===== src/rtl/control_sequencer.sv =====
// control_sequencer: hardwired T-state fetch/execute controller for the single-bus datapath
module control_sequencer #(
    parameter int OPW  = 5,
    parameter int NREG = 16
) (
    input  logic            clk,
    input  logic            clr,
    input  logic            run,
    input  logic            mem_rdy,
    input  logic [31:0]     ir_in,
    output logic [NREG-1:0] reg_in,
    output logic [NREG-1:0] reg_out,
    output logic            PCout,
    output logic            ZLowout,
    output logic            ZHighout,
    output logic            MDRout,
    output logic            HIout,
    output logic            LOout,
    output logic            Cout,
    output logic            MARin,
    output logic            PCin,
    output logic            MDRin,
    output logic            IRin,
    output logic            Yin,
    output logic            ZLowIn,
    output logic            ZHighIn,
    output logic            HIin,
    output logic            LOin,
    output logic            IncPC,
    output logic            Read,
    output logic [OPW-1:0]  operation,
    output logic            instr_done,
    output logic            halted
);
    typedef enum logic [3:0] {RST, T0, T1, T2, T3, T4, T5, T6, HALT} state_t;
    state_t state, nxt;
    logic [4:0] op;
    logic [3:0] ra, rb, rc;
    logic is_r, is_i, is_md, is_un, is_halt;
    logic [4:0] alu_op;
    assign op      = ir_in[31:27];
    assign ra      = ir_in[26:23];
    assign rb      = ir_in[22:19];
    assign rc      = ir_in[18:15];
    assign is_r    = op <= 5'd11;
    assign is_i    = op >= 5'd12 && op <= 5'd14;
    assign is_md   = op == 5'd15 || op == 5'd16;
    assign is_un   = op == 5'd17 || op == 5'd18;
    assign is_halt = op == 5'd27;
    assign alu_op  = op == 5'd12 ? 5'd0 : op == 5'd13 ? 5'd2 : op == 5'd14 ? 5'd3 : op;
    always_ff @(posedge clk or posedge clr)
        if (clr) state <= RST;
        else     state <= nxt;
    always_comb begin
        nxt        = state;
        reg_in     = '0;
        reg_out    = '0;
        PCout      = 1'b0;
        ZLowout    = 1'b0;
        ZHighout   = 1'b0;
        MDRout     = 1'b0;
        HIout      = 1'b0;
        LOout      = 1'b0;
        Cout       = 1'b0;
        MARin      = 1'b0;
        PCin       = 1'b0;
        MDRin      = 1'b0;
        IRin       = 1'b0;
        Yin        = 1'b0;
        ZLowIn     = 1'b0;
        ZHighIn    = 1'b0;
        HIin       = 1'b0;
        LOin       = 1'b0;
        IncPC      = 1'b0;
        Read       = 1'b0;
        operation  = '0;
        instr_done = 1'b0;
        halted     = 1'b0;
        case (state)
            RST: nxt = T0;
            T0: if (run) begin
                PCout = 1'b1;
                MARin = 1'b1;
                IncPC = 1'b1;
                nxt   = T1;
            end
            T1: begin
                Read  = 1'b1;
                MDRin = 1'b1;
                nxt   = mem_rdy ? T2 : T1;
            end
            T2: begin
                MDRout = 1'b1;
                IRin   = 1'b1;
                nxt    = T3;
            end
            T3: if (is_halt) nxt = HALT;
            else if (is_r || is_i || is_md || is_un) begin
                reg_out = NREG'(1) << rb;
                Yin     = 1'b1;
                nxt     = T4;
            end else begin
                instr_done = 1'b1;
                nxt        = T0;
            end
            T4: begin
                reg_out   = is_i ? '0 : NREG'(1) << (is_un ? rb : rc);
                Cout      = is_i;
                ZLowIn    = 1'b1;
                ZHighIn   = is_md;
                operation = OPW'(alu_op);
                nxt       = T5;
            end
            T5: begin
                ZLowout    = 1'b1;
                LOin       = is_md;
                reg_in     = (is_md || ra == 4'd0) ? '0 : NREG'(1) << ra;
                instr_done = !is_md;
                operation  = OPW'(alu_op);
                nxt        = is_md ? T6 : T0;
            end
            T6: begin
                ZHighout   = 1'b1;
                HIin       = 1'b1;
                instr_done = 1'b1;
                operation  = OPW'(alu_op);
                nxt        = T0;
            end
            HALT: halted = 1'b1;
            default: nxt = RST;
        endcase
    end
endmodule


===== config.mk =====
export PLATFORM = sky130hd
export DESIGN_NAME = control_sequencer
export DESIGN_NICKNAME = d
export VERILOG_FILES = /design/src/rtl/control_sequencer.sv
export SDC_FILE = /design/constraint.sdc
export NUM_CORES = 1
export LEC_CHECK = 0
export BUFFER_PORTS_ARGS = -buffer_cell sky130_fd_sc_hd__buf_4
export CORE_ASPECT_RATIO = 2
export CORE_MARGIN = 2
export CORE_UTILIZATION = 42
export CTS_BUF_LIST = sky130_fd_sc_hd__clkbuf_2
export DETAILED_ROUTE_END_ITERATION = 16
export GPL_TIMING_DRIVEN = 0
export PLACE_DENSITY = 0.88
export SLEW_MARGIN = 20
export SYNTH_ARGS = -nofsm -noshare
export SYNTH_HDL_FRONTEND = slang
export SYNTH_SLANG_ARGS = --single-unit

===== constraint.sdc =====
create_clock -name clk -period 2 [get_ports clk]
set_input_delay 0.3 -clock clk [delete_from_list [all_inputs] [get_ports clk]]
set_output_delay 0.3 -clock clk [all_outputs]
set_load 0.02 [all_outputs]

**After elaboration in Yosys (flattened, before gate mapping)**

Index checks and enable logic that the tools add are counted.

- Memory bits (writable): 0
- Flip-flop bits (word level): 4
- Latch bits: 0
- ROM bits: 0
- Output and inout port bits: 57
- Logic and storage cells: 72
- Memories kept: 0
- Input port bits: 36

- Magnitude comparators: 3
- Multipliers: 0
- Reductions and logical operators: 13
- Div/mod/pow operators: 0
- Eq/ne operators: 17
- Bitwise gates (word level): 1
- Shift-type cells: 3
- Multiplexer cells: 34
- $add $sub $neg: 0

Operators with widths:

| kind | count |
|---|---|
| $mux W16 | 5 |
| $shl A1 B4 Y16 const A | 3 |
| $pmux W16 S2 | 1 |
| $pmux W4 S8 | 1 |
| $eq A5 B4 Y1 const B | 4 |
| $eq A5 B5 Y1 const B | 4 |
| $mux W5 | 4 |
| $mux W1 | 17 |
| $eq A4 B3 Y1 const B | 4 |
| $mux W4 | 3 |
| $le A5 B4 Y1 const B | 2 |
| $eq A4 B2 Y1 const B | 2 |
| $logic_not A4 Y1 | 2 |
| $logic_or A1 B1 Y1 | 6 |
| $mux W3 | 2 |
| $ge A5 B4 Y1 const B | 1 |
| $eq A4 B1 Y1 const B | 1 |
| $eq A4 B4 Y1 const B | 1 |
| $pmux W1 S3 | 1 |
| $reduce_or A3 Y1 | 1 |
| $ne A2 B2 Y1 const B | 1 |
| $reduce_and A2 Y1 | 1 |
| $reduce_or A2 Y1 | 1 |
| $logic_and A1 B1 Y1 | 1 |
| other kinds (2) | 2 |

**Depth between registers and ports, before layout**

Gate-level depths: netlist (run 1).

- Depth after elaboration: 8
- Depth in mapped cells: 7

**Least setup slack after synthesis (run 1)**

Ideal clock, no wire load.

- Path kind: reg2out
- Start point: reg state[1]
- End point: out MARin
- Data required time: 1700 ps
- Cell stages (with the launch flop): 4
- Arrival time: 1865 ps
- Setup slack: -165 ps
- Cells stage by stage: dfrtp_1 > clkbuf_1 > nor4b_1 > buf_4

- Cells in the longest elaborated chain, start to end: 2

Ends and longest elaborated chain:

| element | line | RTL |
|---|---|---|
| from (decl) | 36 | `state_t state, nxt;` |
| from (signal assigned) | 53 | `else state <= nxt;` |
| $eq A4 B1 Y1 | n/a |  |
| $mux W1 | n/a |  |
| to (decl) | 20 | `output logic MARin,` |

No other way between the ends.

**Final worst setup path (run 1)**

- Start point: in ir_in[29]
- End point: out reg_out[4]

- Cells in the longest elaborated chain, start to end: 8
- Elaborated cells on any way between the ends: 20
- Classes of those cells: order compare: 3; eq/ne: 5; shift: 1; mux: 5; reduce/logical: 6

Ends and longest elaborated chain:

| element | line | RTL |
|---|---|---|
| from (decl) | 10 | `input logic [31:0] ir_in,` |
| $ge A5 B4 Y1 / $le A5 B4 Y1 (equally long branches) | 46 | `assign is_i = op >= 5'd12 && op <= 5'd14;` |
| $logic_and A1 B1 Y1 | 46 |  |
| $logic_or A1 B1 Y1 (3 in series) | 98 | `else if (is_r \|\| is_i \|\| is_md \|\| is_un) begin` |
| $mux W16 | 98 |  |
| $mux W16 | 97 | `T3: if (is_halt) nxt = HALT;` |
| $pmux W16 S2 * | 79 | `case (state)` |
| to (decl) | 12 | `output logic [NREG-1:0] reg_out,` |

Mark *: on every way between the ends. The rest lies on a longest branch, timed or not.

==> results of run 1 <==
==> final timing paths <==
kind / from / end
hold reg to reg: state[3]$_DFFE_PP0P_ / state[1]$_DFFE_PP0P_
setup / recovery: ir_in[29] / reg_out[4]
max in group asynchronous: clr / state[1]$_DFFE_PP0P_
setup reg to reg: state[0]$_DFFE_PP0P_ / state[1]$_DFFE_PP0P_
min in group asynchronous: clr / state[2]$_DFFE_PP0P_
hold / removal: run / state[0]$_DFFE_PP0P_
==> metal layers <==
metal	routed length [um]	part of all wire (%)	global-route usage [%]
met5	0	0	0
met4	273	4.2	13.44
met2	3575	55	55.38
met3	417	6.4	3.778
met1	2262	35	27.63
==> through the flow <==
stage / area (um^2) / hold WS [ps] / setup TNS [ps] / setup slack (ps) / instances
finish: 2487 / 481.4 / -5422 / -291.1 / 311
global route: 2487 / 478.3 / -7498 / -306.8 / 311
CTS: 2176 / 445.3 / -2687 / -165.4 / 304
detailed placement: 1839 / 197.9 / -1886 / -143.5 / 287
global placement: 1839 / 190.8 / -1614 / -127.5 / 287
floorplan: 1261 / 66.08 / -342.0 / -33.40 / 185
==> timing repair <==
action / CTS / global route
endpoints found under the setup margin: 35 / 37
buffers inserted: 14 / 6
hold buffers: 1 / 0
cloned: 0 / 1
gates resized for setup: 45 / 46
endpoints found under the hold margin: 4 / 0
pin swaps: 13 / 15
==> critical path: cells and delay by family <==
kind | cells | cell delay, ps
AOI/OAI and AO/OA | 2 | 330
and+or+nand+nor | 2 | 790
buffers and inverters | 4 | 570
==> kinds of logic after synthesis <==
kind of cell    after synthesis
simple gates                 91
compound gates               50
buf+inv                      32
flops                         4
xor+xnor                      3
mux                           1
other cells                   1
==> cell usage after synthesis, drive strengths merged, types with 3 or more instances <==
cell type and instances:
a21oi 4, a311oi 3, a31oi 9, a41oi 8
and2b 3, buf 21, clkbuf 3, dfrtp 4
inv 7, nand2 7, nand2b 9, nand3 4
nor2 25, nor2b 4, nor3 5, nor4 16
o22ai 14, or2 5
==> power groups by stage <==
stage / clock [W] / combinational, W / sequential, W
floorplan: 0 / 0.000697 / 0.000132
global placement: 0 / 0.00102 / 0.000136
detailed placement: 0 / 0.00103 / 0.000138
CTS: 0.0000782 / 0.00128 / 0.000142
global route: 0.0000894 / 0.00164 / 0.000147
finish: 0.0000769 / 0.00157 / 0.000146
==> cell type report <==
class	instances	area (um^2)	area share (%)
Buffer	23	172.7	6.942
Timing Repair Buffer	94	824.5	33.15
Clock buffer	3	15.01	0.6036
Inverter	8	31.28	1.258
Multi-Input combinational cell	149	1304	52.41
Sequential cell	4	102.6	4.125
Tap cell	30	37.54	1.509
==> flow_summary_export.csv, run 1 <==
group,metric,value,unit
status,status,"complete, but fails checks",
status,violations,"setup timing",
clocking,clk_pin_slew,40,ps
synth,synth_fa_ha_area_share,0,%
cells_and_area,reg.largest.list,"state (4)",
cells_and_area,drive_gt1_share,59.07,%
clocking,insertion_delay,220,ps
clocking,cts_tree,"yes",
synth,avgSynthCellArea,6.833,um^2
synth,synth_top_family_by_area,"simple AND/OR/NAND/NOR gates",
pwr,swShare,50.58,%
detailed_routing,drt-initial-drc-count,134,
synth,synth_ff_type,"dfrtp_1",
floorplan,fp.dieW,42.48,um
detailed_routing,drcViolationCount,0,
clocking,htreeDepth,1,
timing,final-hold-violation-count,0,
floorplan,die-area,0.003439,mm^2
floorplan,num_rows,28,
synth,synth_compound_area_share,29.88,%
synth,syn_area,0.001244,mm^2
hold_path,hold_depth,4,
cells_and_area,largest_reg_flops,4,
grt,grt_max_degree,12,
synth,synth_xor_area_share,2.716,%
pwr,comb_power_share,87.6,%
timing,tightest_slew,741.9,ps
floorplan,ioPinCount,93,
detailed_routing,first_pass_iters,5,
grt,grt_pass1_wl,7707,um
cells_and_area,fill_cells,171,
grt,overflow,0,
detailed_routing,vias,1988,
flow_run,max_cap_viol_count,0,
critical_path,reg2reg_slack,490,ps
floorplan,core_region_area,0.002908,mm^2
synth,yosysTopAreaCell,"dfrtp_1",
clocking,cts_root_buffer,"clkbuf_2",
pwr,p_clk_share,4.3,%
place,hpwl,3476,um
clocking,clkSinkCount,4,
timing,fin_crit_sh,114.6,%
pwr,switchingPower,0.0009083,W
clocking,clockBufferDepth,2,
critical_path,slowest_delay,400,ps
detailed_routing,routedWlPerCell,20.99,um
grt,track_usage,28.13,%
critical_path,start_kind,"primary input",
clocking,cts_made_buffers,3,
synth,synth-seq-cells,4,
synth,muxShareOfSynthArea,0.8048,%
cells_and_area,antenna_cells,0,
cells_and_area,area_delta_synth_final,100.0,%
synth,synth_top_cell_area_share,8.048,%
synth,synth.distinct_cells,51,
critical_path,cp_data_arrival_time,1990,ps
grt,grt_pass1_vias,1749,
critical_path,reg2reg_depth,6,
critical_path,slowest_stage,"or3b_1",
timing,max_freq,436.5,MHz
timing,grt_setup_unrepaired,"yes",
synth,synthCells,182,
place,routabilityCongestion,0.9424,
synth,yosysWarnings,0,
grt,antenna_found_initial,0,
critical_path,crit_type,"in2out",
synth,synth_area_leaders,"dfrtp_1 (8.0%), nor2_1 (7.5%), nor4_1 (7.5%)",
pwr,p_total,0.001796,W
synth,async_reset_ff_share,100.0,%
detailed_routing,viasPerCell,6.392,
timing,fin_worst_skew,2.447,ps
pwr,power.density,721.9,mW/mm^2
pwr,ir_drop,0.4685,mV
hold_path,hp-class,"in2reg",
synth,synth_edf_count,0,
pwr,seq_power_share,8.1,%
timing,finalMaxSlewViolations,0,
timing,finalCriticalPeriod,2291,ps
timing,slew-limit-headroom,50.54,%
cells_and_area,utilization,85.54,%
detailed_routing,drtAntennaViolNets,0,
critical_path,critPathRequiredTime,1700,ps
pwr,p_int,0.0008873,W
pwr,p_leak,1.012,nW
cells_and_area,final_common_cell,"buf_4",
critical_path,cp_cell_sequence,"buf_4 -> or3b_1 -> buf_6 -> buf_8 -> nor4_2 -> a31oi_1 -> o22ai_4 -> buf_6",
floorplan,start_util,42.77,%
critical_path,cp_max_fo,10,
detailed_routing,routed_wl,6528,um
synth,yosysSeqAreaShare,8.048,%
critical_path,cpMostUsedCell,"buf_6",
timing,fin_ws,-291.1,ps
place,portBuffers,72,
cells_and_area,final_cell_mix,"buf_4 (78), buf_6 (25), nor2_1 (20)",
timing,setup_viol,32,
cells_and_area,nets,319,
floorplan,die_h,80.96,um
cells_and_area,top_register,"state",
synth,synthSimpleGateAreaFrac,42.66,%
critical_path,end_kind,"output pin",
Power figures use the tool's default switching activity.
==> run 2: changes to the inputs <==
- CAP_MARGIN: default -> 20
- SETUP_SLACK_MARGIN: default -> 0.05
==> run 2 against run 1 <==
The run still ends with setup timing left. Register-to-register slack gained 80 ps. Hold slack better by 3.1 ps. Worst setup slack better by 72 ps. Count of clock-buffer cells in the layout stayed put. First-iteration DRC count decreased by 40%. Sequential power is essentially flat. Combinational power down 8%. Fmax is 3.3% higher. Critical endpoint unchanged. Highest routed layer unchanged.
==> flow_summary_export.csv, run 2 (synthesis gave the netlist of run 1 again) <==
group,metric,value,unit
status,status,"complete, but fails checks",
status,violations,"setup timing",
clocking,cts_root_buffer,"clkbuf_2",
timing,fin_ws,-218.7,ps
detailed_routing,drt-initial-drc-count,81,
detailed_routing,dr_wl_met2,3339,um
floorplan,ioPinCount,93,
cells_and_area,nets,316,
critical_path,reg2reg_depth,5,
grt,antenna_found_initial,0,
pwr,ir_drop,0.4235,mV
detailed_routing,routedWlPerCell,18.75,um
floorplan,die_h,80.96,um
timing,finalMaxSlewViolations,0,
place,hpwl,3497,um
timing,slew-limit-headroom,58.11,%
hold_path,hold_depth,4,
detailed_routing,first_pass_iters,7,
place,dpl_cell_area,0.001854,mm^2
hold_path,worstHoldEndpoint,"state[0]$_DFFE_PP0P_",
place,preCtsSetupSlack,-123.7,ps
floorplan,start_util,42.77,%
clocking,cts_made_buffers,3,
cells_and_area,antenna_cells,0,
flow_run,max_cap_viol_count,0,
cells_and_area,top_register,"state",
detailed_routing,wl_met1,1856,um
critical_path,end_kind,"output pin",
grt,overflow,0,
cells_and_area,reg.largest.list,"state (4)",
critical_path,cp_max_fo,10,
timing,grt_setup_unrepaired,"yes",
timing,max_freq,450.7,MHz
floorplan,die-area,0.003439,mm^2
grt,grt_pass1_wl,7824,um
timing,finalCriticalPeriod,2219,ps
place,routabilityCongestion,0.9346,
detailed_routing,wl_met3,325,um
timing,setup_viol,32,
critical_path,r2r-start,"state[1]$_DFFE_PP0P_",
detailed_routing,drtAntennaViolNets,0,
cells_and_area,utilization,83.26,%
critical_path,crit_type,"in2out",
clocking,cts_tree,"yes",
grt,grt_max_degree,11,
detailed_routing,top_layer_used,"met4",
detailed_routing,drcViolationCount,0,
grt,track_usage,28.24,%
floorplan,fp.dieW,42.48,um
grt,grt_pass1_vias,1776,
detailed_routing,routed_wl,5775,um
pwr,p_total,0.001667,W
clocking,clk_pin_slew,50,ps
detailed_routing,viasPerCell,6.260,
hold_path,worstHoldStart,"run",
pwr,p_leak,0.9756,nW
clocking,htreeDepth,1,
place,portBuffers,72,
detailed_routing,vias,1928,
cells_and_area,fin_area,0.002421,mm^2
timing,fin_crit_sh,110.9,%
clocking,clockBufferDepth,2,
critical_path,cp_data_arrival_time,1920,ps
floorplan,num_rows,28,
timing,final-hold-violation-count,0,
cells_and_area,final_cell_mix,"buf_4 (75), buf_6 (27), nor2_1 (19)",
hold_path,hp-class,"in2reg",
timing,fin_worst_skew,5.234,ps
cells_and_area,largest_reg_flops,4,
timing,tightest_slew,628.3,ps
clocking,insertion_delay,200,ps
pwr,power.density,688.6,mW/mm^2
critical_path,critPathRequiredTime,1700,ps
clocking,clkSinkCount,4,
cells_and_area,area_delta_synth_final,94.67,%
cells_and_area,final_common_cell,"buf_4",
cells_and_area,drive_gt1_share,59.71,%
critical_path,start_kind,"primary input",
floorplan,core_region_area,0.002908,mm^2
critical_path,regToRegEndpoint,"state[1]$_DFFE_PP0P_",
timing,fin_setup_tns,-3693,ps
critical_path,reg2reg_slack,570,ps
run 2: cell count changes in the layout (fill, tap and decap cells not counted), sizes merged:
| cell | before | now |
|---|---|---|
| clkbuf | 6 | 5 |
| buf | 113 | 111 |
run 2: per-layer routing:
| layer | GRT usage, % | vias up |
|---|---|---|
| met2 | 58.00 | 118 |
| li1 | - | 880 |
| met3 | 2.889 | 31 |
| met4 | 12.19 | 0 |
| met1 | 26.77 | 899 |
| met5 | 0 | - |
run 2: power by group:
group | internal (W) | switching, W
registers | 0.000115 | 0.0000312
logic | 0.000674 | 0.000776
clock network | 0.0000403 | 0.0000307
total | 0.000829 | 0.000838
run 2: cell type report:
class,count,area [um^2]
plain buffers,24,178.9
clock buffers,3,15.01
fillers,181,486.7
inverters,8,32.53
multi-input cells,149,1286
flip-flops and latches,4,102.6
well taps,30,37.54
repair buffers,90,768.2
run 2: timing repair:
| action | 4_1_cts | 5_1_grt |
|---|---|---|
| endpoints found under the setup margin | 35 | 40 |
| resized for setup | 40 | 50 |
| hold endpoints to repair | 4 | 0 |
| setup buffers | 12 | 6 |
| hold buffers | 1 | 0 |
| pin swaps | 12 | 13 |
run 2: worst max path at each step:
| stage | start | to | slack, ps | cells past startpoint |
|---|---|---|---|---|
| after global routing | ir_in[29] | reg_out[4] | -270 | 8 |
| after CTS | state[3]$_DFFE_PP0P_ | reg_out[11] | -150 | 6 |
| after detailed placement | state[3]$_DFFE_PP0P_ | reg_out[1] | -120 | 6 |
| final | ir_in[29] | reg_out[4] | -220 | 8 |
| after floorplan | state[3]$_DFFE_PP0P_ | reg_out[0] | -30 | 5 |
| after global placement | state[3]$_DFFE_PP0P_ | reg_out[12] | -130 | 6 |
run 2: through the flow:
step	instances	hold WS (ps)
after detailed placement	287	194.9
after floorplan	185	66.08
after global placement	287	189.2
after CTS	303	468.3
after global routing	308	490.2
final	308	484.4
run 2: critical path, stage by stage:
cell and delay [ps]:
buf_4 140, or3b_4 400, buf_6 150, buf_8 140, nor4_2 320, a31oi_1 120
o22ai_2 200, buf_6 150
